### config.mk
export PLATFORM = sky130hd
export DESIGN_NAME = line_buffer_writer
export DESIGN_NICKNAME = d
export VERILOG_FILES = /design/src/rtl/line_buffer_writer.sv
export SDC_FILE = /design/constraint.sdc
export NUM_CORES = 1
export LEC_CHECK = 0
export BUFFER_PORTS_ARGS = -buffer_cell sky130_fd_sc_hd__buf_2
export CAP_MARGIN = 5
export CORE_ASPECT_RATIO = 0.8
export CORE_UTILIZATION = 60
export CTS_CLUSTER_DIAMETER = 200
export CTS_CLUSTER_SIZE = 24
export DETAILED_ROUTE_END_ITERATION = 12
export GPL_TIMING_DRIVEN = 0
export PLACE_DENSITY = 0.95
export SETUP_SLACK_MARGIN = 0.02
export SYNTH_ARGS = -nofsm -noshare
export SYNTH_HDL_FRONTEND = slang
export SYNTH_SLANG_ARGS = --single-unit
### constraint.sdc
create_clock -name clk -period 5.35 [get_ports clk]
set_clock_uncertainty 0.2 [all_clocks]
set_input_delay 0.535 -clock clk [delete_from_list [all_inputs] [get_ports clk]]
set_output_delay 0.535 -clock clk [all_outputs]
set_load 0.02 [all_outputs]
### src/rtl/line_buffer_writer.sv
// Line-buffer write producer: turns a valid/ready pixel stream into we/wr_addr/data_out/eol line writes.
// Optional horizontal zero padding is compiled in with `define LINE_WRITER_PAD_EN.
`timescale 1ns/1ps
module line_buffer_writer #(
  parameter int DATA_WIDTH = 16,
  parameter int ADDR_WIDTH = 14,
  parameter int PAD_WIDTH  = 1
) (
  input  logic                  clk,
  input  logic                  reset,
  input  logic                  start,
  input  logic [ADDR_WIDTH-1:0] line_width,
  input  logic [ADDR_WIDTH-1:0] num_lines,
  input  logic                  s_valid,
  input  logic [DATA_WIDTH-1:0] s_data,
  output logic                  s_ready,
  input  logic                  ready,
  output logic                  we,
  output logic [ADDR_WIDTH-1:0] wr_addr,
  output logic [DATA_WIDTH-1:0] data_out,
  output logic                  eol,
  output logic                  busy,
  output logic                  done
);

`ifdef LINE_WRITER_PAD_EN
  localparam bit PAD_EN = 1'b1;
`else
  localparam bit PAD_EN = 1'b0;
`endif
  localparam int PAD_N = PAD_EN ? PAD_WIDTH : 0;
  // Two spare bits keep the column compare exact even at the maximum line_width plus padding.
  localparam int CW = ADDR_WIDTH + 2;

  typedef enum logic [2:0] {
    IDLE,
    WAIT_READY,
    WRITE,
    EOL,
    DONE
`ifdef LINE_WRITER_PAD_EN
    ,
    PAD_L,
    PAD_R
`endif
  } state_t;

  state_t                state_q, state_d;
  logic [CW-1:0]         col_q, col_d;
  logic [ADDR_WIDTH-1:0] line_q, line_d;
  logic [CW-1:0]         last_col_q;
  logic [ADDR_WIDTH-1:0] last_line_q;
  logic                  lat_en;
  logic                  accept;

  logic                  we_d, eol_d, done_d;
  logic [ADDR_WIDTH-1:0] addr_d;
  logic [DATA_WIDTH-1:0] data_d;

  logic                  we_p1, eol_p1, done_p1, busy_p1;
  logic [ADDR_WIDTH-1:0] wr_addr_p1;
  logic [DATA_WIDTH-1:0] data_p1;

  // Column of the last real pixel of a line, computed wide so line_width at max cannot wrap.
  function automatic logic [CW-1:0] end_col(input logic [ADDR_WIDTH-1:0] w);
    return CW'(w) + CW'(PAD_N) - CW'(1);
  endfunction

  assign s_ready = (state_q == WRITE);
  assign accept  = s_valid & s_ready;

  always_comb begin
    state_d = state_q;
    col_d   = col_q;
    line_d  = line_q;
    lat_en  = 1'b0;
    we_d    = 1'b0;
    eol_d   = 1'b0;
    done_d  = 1'b0;
    addr_d  = wr_addr_p1;
    data_d  = data_p1;
    case (state_q)
      IDLE: begin
        if (start && (line_width != '0) && (num_lines != '0)) begin
          lat_en  = 1'b1;
          col_d   = '0;
          line_d  = '0;
          state_d = WAIT_READY;
        end
      end
      WAIT_READY: begin
        if (ready) begin
`ifdef LINE_WRITER_PAD_EN
          state_d = PAD_L;
`else
          state_d = WRITE;
`endif
        end
      end
`ifdef LINE_WRITER_PAD_EN
      PAD_L: begin
        we_d   = 1'b1;
        addr_d = col_q[ADDR_WIDTH-1:0];
        data_d = '0;
        col_d  = col_q + 1'b1;
        if (col_q == CW'(PAD_N - 1)) state_d = WRITE;
      end
`endif
      WRITE: begin
        if (accept) begin
          we_d   = 1'b1;
          addr_d = col_q[ADDR_WIDTH-1:0];
          data_d = s_data;
          col_d  = col_q + 1'b1;
          if (col_q == last_col_q) begin
`ifdef LINE_WRITER_PAD_EN
            state_d = PAD_R;
`else
            state_d = EOL;
`endif
          end
        end
      end
`ifdef LINE_WRITER_PAD_EN
      PAD_R: begin
        we_d   = 1'b1;
        addr_d = col_q[ADDR_WIDTH-1:0];
        data_d = '0;
        col_d  = col_q + 1'b1;
        if (col_q == last_col_q + CW'(PAD_N)) state_d = EOL;
      end
`endif
      EOL: begin
        eol_d   = 1'b1;
        col_d   = '0;
        line_d  = line_q + 1'b1;
        state_d = (line_q == last_line_q) ? DONE : WAIT_READY;
      end
      DONE: begin
        done_d  = 1'b1;
        state_d = IDLE;
      end
      default: state_d = IDLE;
    endcase
  end

  // Stage p1: registered write port, one cycle behind the state that produced it.
  always_ff @(posedge clk) begin
    if (reset) begin
      state_q    <= IDLE;
      col_q      <= '0;
      line_q     <= '0;
      we_p1      <= 1'b0;
      eol_p1     <= 1'b0;
      done_p1    <= 1'b0;
      busy_p1    <= 1'b0;
      wr_addr_p1 <= '0;
      data_p1    <= '0;
    end else begin
      state_q    <= state_d;
      col_q      <= col_d;
      line_q     <= line_d;
      we_p1      <= we_d;
      eol_p1     <= eol_d;
      done_p1    <= done_d;
      busy_p1    <= (state_q != IDLE);
      wr_addr_p1 <= addr_d;
      data_p1    <= data_d;
    end
  end

  always_ff @(posedge clk) begin
    if (lat_en) begin
      last_col_q  <= end_col(line_width);
      last_line_q <= num_lines - 1'b1;
    end
  end

  assign we       = we_p1;
  assign wr_addr  = wr_addr_p1;
  assign data_out = data_p1;
  assign eol      = eol_p1;
  assign done     = done_p1;
  assign busy     = busy_p1;

endmodule

==> results of run 1 <==
## final cells by class
cell class | count | area (sq um) | area share
Sequential cell | 96 | 2210 | 0.412
Multi-Input combinational cell | 370 | 2240 | 0.416
Inverter | 9 | 33.8 | 0.00629
Tap cell | 105 | 131 | 0.0245
Buffer | 26 | 125 | 0.0233
Timing Repair Buffer | 83 | 415 | 0.0774
Clock buffer | 11 | 151 | 0.0282
Clock inverter | 5 | 63.8 | 0.0119
## worst max path at each step
| stage | from | end | slack, ps | cells after the start |
|---|---|---|---|---|
| floorplan | num_lines[0] | last_col_q[0] | 2840 | 7 |
| global placement | num_lines[0] | last_line_q[10] | 2360 | 8 |
| detailed placement | num_lines[0] | last_col_q[1] | 2260 | 8 |
| CTS | state_q[2] | last_col_q[1] | 2500 | 5 |
| global route | state_q[2] | last_col_q[6] | 2280 | 5 |
| finish | state_q[2] | last_col_q[4] | 2470 | 5 |
## worst register-to-register path, cell delays in order (launching register included)
cell	delay (ps)
dfxtp_1	310
buf_2	170
nor3_1	450
nand4_2	310
buf_2	300
inv_1	780
## synthesized netlist by cell type, types with 2 or more instances
| cell | count | area, sq um |
|---|---|---|
| a211oi_1 | 3 | 22.5 |
| a21oi_1 | 46 | 230 |
| a311oi_1 | 14 | 123 |
| a31oi_1 | 7 | 43.8 |
| a41oi_1 | 2 | 17.5 |
| and2_1 | 2 | 12.5 |
| and3_1 | 4 | 25.0 |
| buf_2 | 10 | 50.1 |
| buf_4 | 2 | 15.0 |
| clkbuf_1 | 13 | 48.8 |
| dfxtp_1 | 67 | 1340 |
| edfxtp_1 | 29 | 871 |
| ha_1 | 6 | 75.1 |
| inv_1 | 9 | 33.8 |
| nand2_1 | 94 | 353 |
| nand2_2 | 2 | 12.5 |
| nand2b_1 | 3 | 18.8 |
| nand3_1 | 21 | 105 |
| nand3b_1 | 3 | 22.5 |
| nand4_1 | 7 | 43.8 |
| nor2_1 | 31 | 116 |
| nor2b_1 | 3 | 18.8 |
| nor3_1 | 9 | 45.0 |
| nor3b_1 | 4 | 30.0 |
| nor4_1 | 14 | 87.6 |
| nor4_2 | 2 | 25.0 |
| o21ai_0 | 9 | 45.0 |
| o31ai_1 | 4 | 30.0 |
| or2_2 | 5 | 31.3 |
| or3_1 | 6 | 37.5 |
| or4_4 | 2 | 22.5 |
| xnor2_1 | 9 | 78.8 |
| xor2_1 | 39 | 342 |
## cells by family (layout without fill, tap and decap cells)
family	Yosys count	after routing	share of synthesized area
compound gates	91	91	0.124
mux	1	1	0.00217
xor+xnor	48	48	0.0913
fa+ha+maj	6	6	0.0163
buf+inv	35	134	0.0345
flops	96	96	0.480
simple gates	224	224	0.252
## layer usage
metal | global-route usage | up-vias
li1 | - | 1978
met1 | 0.362 | 1905
met2 | 0.434 | 241
met3 | 0.0635 | 32
met4 | 0.104 | 0
met5 | 0 | -
## registers in the layout (all words and copies together) (netlist names)
signal	count
col_q	16
busy	1
data_out	16
wr_addr	14
done	1
eol	1
last_line_q	14
we	1
last_col_q	15
line_q	14
state_q	3
## power by group through the flow
| stage | Clock (uW) | Combinational, uW | Sequential [uW] |
|---|---|---|---|
| floorplan | 0 | 91.6 | 817 |
| global placement | 0 | 149 | 814 |
| detailed placement | 0 | 155 | 817 |
| CTS | 498 | 158 | 800 |
| global route | 527 | 175 | 803 |
| finish | 495 | 160 | 800 |
## stage by stage
step | std cells | setup slack (ps) | cell area (sq um)
after floorplan | 501 | 2840 | 4610
after global placement | 689 | 2360 | 5150
after detailed placement | 689 | 2260 | 5150
after CTS | 705 | 2500 | 5370
after global routing | 705 | 2280 | 5370
final | 705 | 2470 | 5370
==> results.ini, run 1 <==
[finish]
nets = 650
syn_to_final_growth_pct = 16.5
diodes = 0
final_common_cell = nand2_1
final_cell_mix = 94 x nand2_1, 93 x buf_2, 67 x dfxtp_1, 46 x a21oi_1, 39 x xor2_1
fin_util = 0.723
fillers = 561
drive_above_1_share = 0.222

[worst_setup_path]
crit_type = flip-flop to flip-flop
critPathLaunchType = flip-flop
r2r_setup_slack_ps = 2470
arrival_ps = 2660
crit_fanout = 29
cp-end-kind = flip-flop
crit_family = buffers and inverters
rr_startpoint = state_q[2]
crit_top_cell = buf_2
slowest_delay_ps = 780
worst-path-buf-inv = 3
worst_r2r_path_depth = 5
crit_chain = buf_2, nor3_1, nand4_2, buf_2, inv_1
r2r_end = last_col_q[4]
crit_path_top_delay_cell = inv_1
crit_required_ps = 5130

[cts]
clk_latency_ps = 350
postCtsHoldBufs = 0
cts_setup_buffers = 0
clk_pin_slew_ps = 90
cts-htree-levels = 3
clock_sinks = 96
clk_path_buf_depth = 2
cts_tree = built
cts-buffers-inserted = 9
cts_resized = 0
root_buffer = clkbuf_8

[logic_synthesis]
synth_edf_count = 29
netlist_instances = 501
synth_warnings = 0
synth-seq-area-share = 0.480
ys_types = 53
syn_avg_cell_area_sq_um = 9.20
ys_seq_elements = 96
async_reset_ff_frac = 0
syn_nets = 556
synthesis.area_sq_um = 4610
synth_flop_cell = dfxtp_1

[floorplanning]
rows = 28
die_height_microns = 80.4
io_pins = 84
initial_core_util = 0.620
die_width_microns = 100
core-area_sq_um = 7430
dieArea_sq_um = 8040

[detailed_routing]
wl_mm = 10.7
wl_per_cell_microns = 15.1
antenna_left = 0
wl_met2_mm = 4.94
top_layer = met4
dr.pass1.iters = 5
post_drt_via_cell_ratio = 5.90
dr.first_iter.drc_count = 466
drcViolationCount = 0
wl_met1_mm = 4.52
wl_met3_mm = 1.00
vias = 4156

[timing]
timing.hold.ws_ps = 210
setup_viol = 0
setup_tns_ps = 0
slew_violations = 0
hold_viol = 0
final.period_utilization = 0.539
max_freq_mhz = 347
rsz0062_at_grt = false
relSlewSlack = 0.310
period_minus_slack_ps = 2880
worstMarginPinSlew_ps = 1030

[status]
status = complete, no violations

[power]
combinationalPowerShare = 0.110
p_int_uw = 1080
switching_share = 0.255
ir_worst_vdd_mv = 0.194
p_leak_uw = 0.00210
clkPwrFrac = 0.340
power.density_nw_per_um2 = 271
pwr-share-seq = 0.550
fin_total_pwr_uw = 1460
p_sw_uw = 371

[grt]
track_usage = 0.273
grt_pass1_wl_mm = 17.1
grt_antenna_before_repair = 0
globalRoute.totalOverflow = 0
grt_max_degree = 30
grt_pass1_vias = 3622

[hold_path]
hold_end = data_out[9]
min_delay_path_depth = 3
hold_start = s_data[9]
hp-class = input pin to flip-flop

[place]
port_buffers = 83
place_congestion = 0.861
hpwl_mm = 7.75

[flow_run]
maxCapViolCount = 0

Power figures use the tool's default switching activity.
==> inputs of run 2 (changes only) <==
Settings changed: CORE_UTILIZATION 60 to 50, PLACE_DENSITY 0.95 to 0.88.
Clock period 5.35 ns to 2.47 ns, I/O delays scaled along.
==> results.ini, run 2 (same netlist as run 1, synthesis figures left out) <==
[timing]
setup_viol = 0
relSlewSlack = 0.562
max_freq_mhz = 412
fin_ws_ps = 40.6
period_minus_slack_ps = 2430
slew_violations = 0
worstMarginPinSlew_ps = 648
hold_viol = 0
final.period_utilization = 0.984
rsz0062_at_grt = false

[cts]
root_buffer = clkbuf_16
clk_path_buf_depth = 2
cts-htree-levels = 3
cts_setup_buffers = 0
cts-buffers-inserted = 9
clock_sinks = 96
clk_pin_slew_ps = 60
cts_tree = built
clk_latency_ps = 340

[worst_setup_path]
crit_path_top_delay_cell = dfxtp_1
worst_r2r_path_depth = 5
r2r_setup_slack_ps = 190
slowest_delay_ps = 590
crit_top_cell = buf_2
crit_family = flip-flops
endpoint = s_ready
crit_chain = nor3b_4, buf_2, buf_2
critPathLaunch = state_q[1]
r2r_end = col_q[7]
critPathLaunchType = flip-flop
rr_startpoint = state_q[1]
worst-path-buf-inv = 2
crit_required_ps = 2020
path_depth = 3
crit_type = flip-flop to output port
cp-end-kind = output port
crit_fanout = 10
arrival_ps = 1980

[finish]
final_common_cell = nand2_1
final_cell_mix = 94 x nand2_1, 93 x buf_2, 67 x dfxtp_1, 46 x a21oi_1, 39 x xor2_1
drive_above_1_share = 0.222
fillers = 664
nets = 667
syn_to_final_growth_pct = 22.4
fin_util = 0.648
diodes = 0
layout.cells.non_filler = 729

[grt]
grt_pass1_wl_mm = 18.3
globalRoute.totalOverflow = 0
grt_antenna_before_repair = 0
track_usage = 0.248
grt_pass1_vias = 3792
grt_max_degree = 18

[hold_path]
hp-class = input pin to flip-flop

[flow_run]
maxCapViolCount = 0

[floorplanning]
dieArea_sq_um = 9600
io_pins = 84
die_height_microns = 87.9
die_width_microns = 109
rows = 30
core-area_sq_um = 8710
initial_core_util = 0.529

[power]
ir_worst_vdd_mv = 0.399
p_leak_uw = 0.00219
power.density_nw_per_um2 = 616

[place]
port_buffers = 83
preCtsSetupSlack_ps = -428
place_congestion = 0.844
placed_cells = 696
hpwl_mm = 7.98

[detailed_routing]
wl_mm = 11.7
vias = 4244
dr.first_iter.drc_count = 507
drcViolationCount = 0
wl_per_cell_microns = 16.0
post_drt_via_cell_ratio = 5.82
antenna_left = 0
dr.pass1.iters = 6

[status]
status = complete, no violations

==> run 2: metrics by stage <==
step           power (uW)  hold WS, ps  TNS [ps]  area, sq um
2_1_floorplan        1970          183         0         4610
4_1_cts              3480         22.6         0         5630
3_5_place_dp         2110          243    -12380         5160
5_1_grt              3580         35.9         0         5640
6_report             3480         31.8         0         5640
3_3_place_gp         2090          239     -7920         5160
==> run 2: layer usage <==
layer | GRT usage | part of all wire | up-vias
met4 | 0.109 | 0.036 | 0
met1 | 0.320 | 0.40 | 1937
li1 | - | - | 2009
met2 | 0.411 | 0.47 | 248
met5 | 0 | 0 | -
met3 | 0.0439 | 0.096 | 50
==> run 2: final cells by class <==
cell class	count	area, sq um	share of cell area
multi-input cells	370	2250	0.398
repair buffers	99	576	0.102
flip-flops and latches	96	2210	0.392
plain buffers	26	125	0.0222
inverters	9	37.5	0.00665
clock buffers	10	250	0.0444
clock inverters	6	46.3	0.00821
well taps	112	140	0.0248
repair inverters	1	7.51	0.00133
==> run 2: worst min-delay path by stage <==
stage / to / cells past startpoint / startpoint / slack (ps)
2_1_floorplan: data_out[0] / 2 / s_data[0] / 180
3_3_place_gp: data_out[11] / 2 / data_out[11] / 240
3_5_place_dp: data_out[15] / 2 / data_out[15] / 240
4_1_cts: last_col_q[0] / 2 / line_width[0] / 20
5_1_grt: last_line_q[12] / 2 / num_lines[12] / 40
6_report: last_line_q[13] / 2 / num_lines[13] / 30
==> run 2: power breakdown <==
part	switching [uW]	leakage (uW)	internal (uW)	total (uW)
combinational	243	0.00124	137	379
sequential	34.9	0.000818	1700	1730
clock	610	0.000141	753	1360
total	888	0.00219	2590	3480
==> run 2: repair_timing <==
action	in CTS	in global routing
resized for setup	2	2
hold endpoints to repair	16	0
endpoints found under the setup margin	29	32
hold buffers	16	0
gates cloned	1	0
pin swaps	0	0
==> run 2: worst reg2reg max path, delay by kind of cell, from the launching register on <==
kind	cells	cell delay (ps)
buf+inv	1	170
flops	1	590
compound gates	2	400
simple gates	2	820
==> inputs of run 3 (changes only) <==
--- a/config.mk
+++ b/config.mk
@@ -10,3 +10,4 @@
 export CORE_ASPECT_RATIO = 0.8
-export CORE_UTILIZATION = 50
+export CORE_UTILIZATION = 52
+export CTS_BUF_LIST = sky130_fd_sc_hd__clkbuf_8
 export CTS_CLUSTER_DIAMETER = 200
@@ -15,3 +16,3 @@
 export GPL_TIMING_DRIVEN = 0
-export PLACE_DENSITY = 0.88
+export PLACE_DENSITY = 0.9
 export SETUP_SLACK_MARGIN = 0.02
==> constraint.sdc (replaced) <==
create_clock -name clk -period 2.47 [get_ports clk]
set_clock_uncertainty 0.2 [all_clocks]
set_input_delay 0.494 -clock clk [delete_from_list [all_inputs] [get_ports clk]]
set_output_delay 0.494 -clock clk [all_outputs]
set_load 0.02 [all_outputs]
==> results.ini, run 3 (same netlist as run 1, synthesis figures left out) <==
[detailed_routing]
wl_met2_mm = 5.06
vias = 4100
wl_met1_mm = 4.88
dr.pass1.iters = 7
drcViolationCount = 0
wl_met3_microns = 770
antenna_left = 0
wl_mm = 10.9
top_layer = met4
post_drt_via_cell_ratio = 5.73
wl_per_cell_microns = 15.2
dr.first_iter.drc_count = 478

[worst_setup_path]
crit_fanout = 10
arrival_ps = 1630
r2r_setup_slack_ps = 160
crit_path_top_delay_cell = dfxtp_1
crit_required_ps = 1780
crit_top_cell = buf_2
slowest_delay_ps = 540
crit_chain = nor3b_4, buf_2, buf_2
cp-end-kind = output port
critPathLaunchType = flip-flop
crit_type = flip-flop to output port

[grt]
grt_pass1_wl_mm = 17.8
grt_pass1_vias = 3720
grt_max_degree = 18
globalRoute.totalOverflow = 0
track_usage = 0.245
grt_antenna_before_repair = 0

[finish]
fillers = 692
layout.cells.non_filler = 716
fin_util = 0.637
diodes = 0
fin_area_sq_um = 5430
syn_to_final_growth_pct = 17.8
drive_above_1_share = 0.230
final_cell_mix = 94 x nand2_1, 93 x buf_2, 67 x dfxtp_1, 46 x a21oi_1, 39 x xor2_1
final_common_cell = nand2_1
nets = 654

[floorplanning]
dieArea_sq_um = 9240
die_width_microns = 107
core-area_sq_um = 8520
rows = 30
io_pins = 84
die_height_microns = 86.2
initial_core_util = 0.541

[timing]
worstMarginPinSlew_ps = 590
period_minus_slack_ps = 2330
final.period_utilization = 0.943
max_freq_mhz = 429
relSlewSlack = 0.607
fin_ws_ps = 142
setup_tns_ps = 0
setup_viol = 0
slew_violations = 0
hold_viol = 0

[place]
port_buffers = 83
preCtsSetupSlack_ps = -479
placed_cells = 696
placed_cell_area_sq_um = 5170
hpwl_mm = 7.83
place_congestion = 0.859

[power]
switching_share = 0.266
pwr-share-seq = 0.551
p_leak_uw = 0.00211
power.density_nw_per_um2 = 578
p_int_uw = 2300
ir_worst_vdd_mv = 0.468
combinationalPowerShare = 0.119
clkPwrFrac = 0.330
p_sw_uw = 835

[cts]
clk_pin_slew_ps = 100
postCtsHoldBufs = 0
clk_latency_ps = 370
cts_tree = built
clock_sinks = 96
cts-htree-levels = 3
cts-buffers-inserted = 9
root_buffer = clkbuf_8
clk_path_buf_depth = 2

[flow_run]
maxCapViolCount = 0

[status]
status = complete, no violations

[hold_path]
hp-class = input pin to flip-flop

[run 3: changes by cell type in the layout (fill, tap and decap cells not counted), sizes merged]
cell | before | now
buf | 96 | 99
clkbuf | 23 | 22
bufinv | 0 | 1
dlygate4sd3 | 16 | 0
[run 3: final cells by class]
class | count | area (sq um) | share of cell area
clock buffers | 9 | 124 | 0.0228
flip-flops and latches | 96 | 2210 | 0.407
plain buffers | 26 | 125 | 0.0230
repair buffers | 86 | 463 | 0.0853
well taps | 112 | 140 | 0.0258
repair inverters | 1 | 7.51 | 0.00138
inverters | 9 | 37.5 | 0.00691
multi-input cells | 370 | 2250 | 0.414
clock inverters | 7 | 72.6 | 0.0134
[run 3: repair_timing]
action | CTS | global route
cloned | 1 | 0
setup endpoints to repair | 30 | 33
buffers inserted | 1 | 2
gates resized for setup | 1 | 2
[run 3: worst max-delay path, delay by kind of cell (launching register included)]
family,cells,cell delay [ps]
buffers and inverters,2,470
flip-flops,1,540
AND/OR/NAND/NOR,1,260
[run 3: per-layer routing]
layer | track usage | vias up
li1 | - | 1981
met1 | 0.334 | 1901
met2 | 0.388 | 196
met3 | 0.0526 | 22
met4 | 0.0822 | 0
met5 | 0 | -
[run 3: path summary, 6_finish.rpt]
check	start	to	cells after the start
min reg2reg	data_out[15]	data_out[15]	2
max	state_q[1]	s_ready	3
max reg2reg	state_q[2]	last_line_q[8]	6
min	s_data[13]	data_out[13]	3
[run 3: power by group through the flow]
stage                     combinational (uW)  sequential, uW  clock, uW
final                                    374            1730       1040
after global routing                     412            1740       1110
after CTS                                349            1730       1040
after detailed placement                 339            1770          0
after global placement                   325            1760          0
after floorplan                          200            1770          0
[run 3: per-stage QoR]
stage / total power, uW / hold slack (ps)
2_1_floorplan: 1970 / 273
3_3_place_gp: 2090 / 239
3_5_place_dp: 2110 / 247
4_1_cts: 3120 / 148
5_1_grt: 3260 / 145
6_report: 3140 / 153
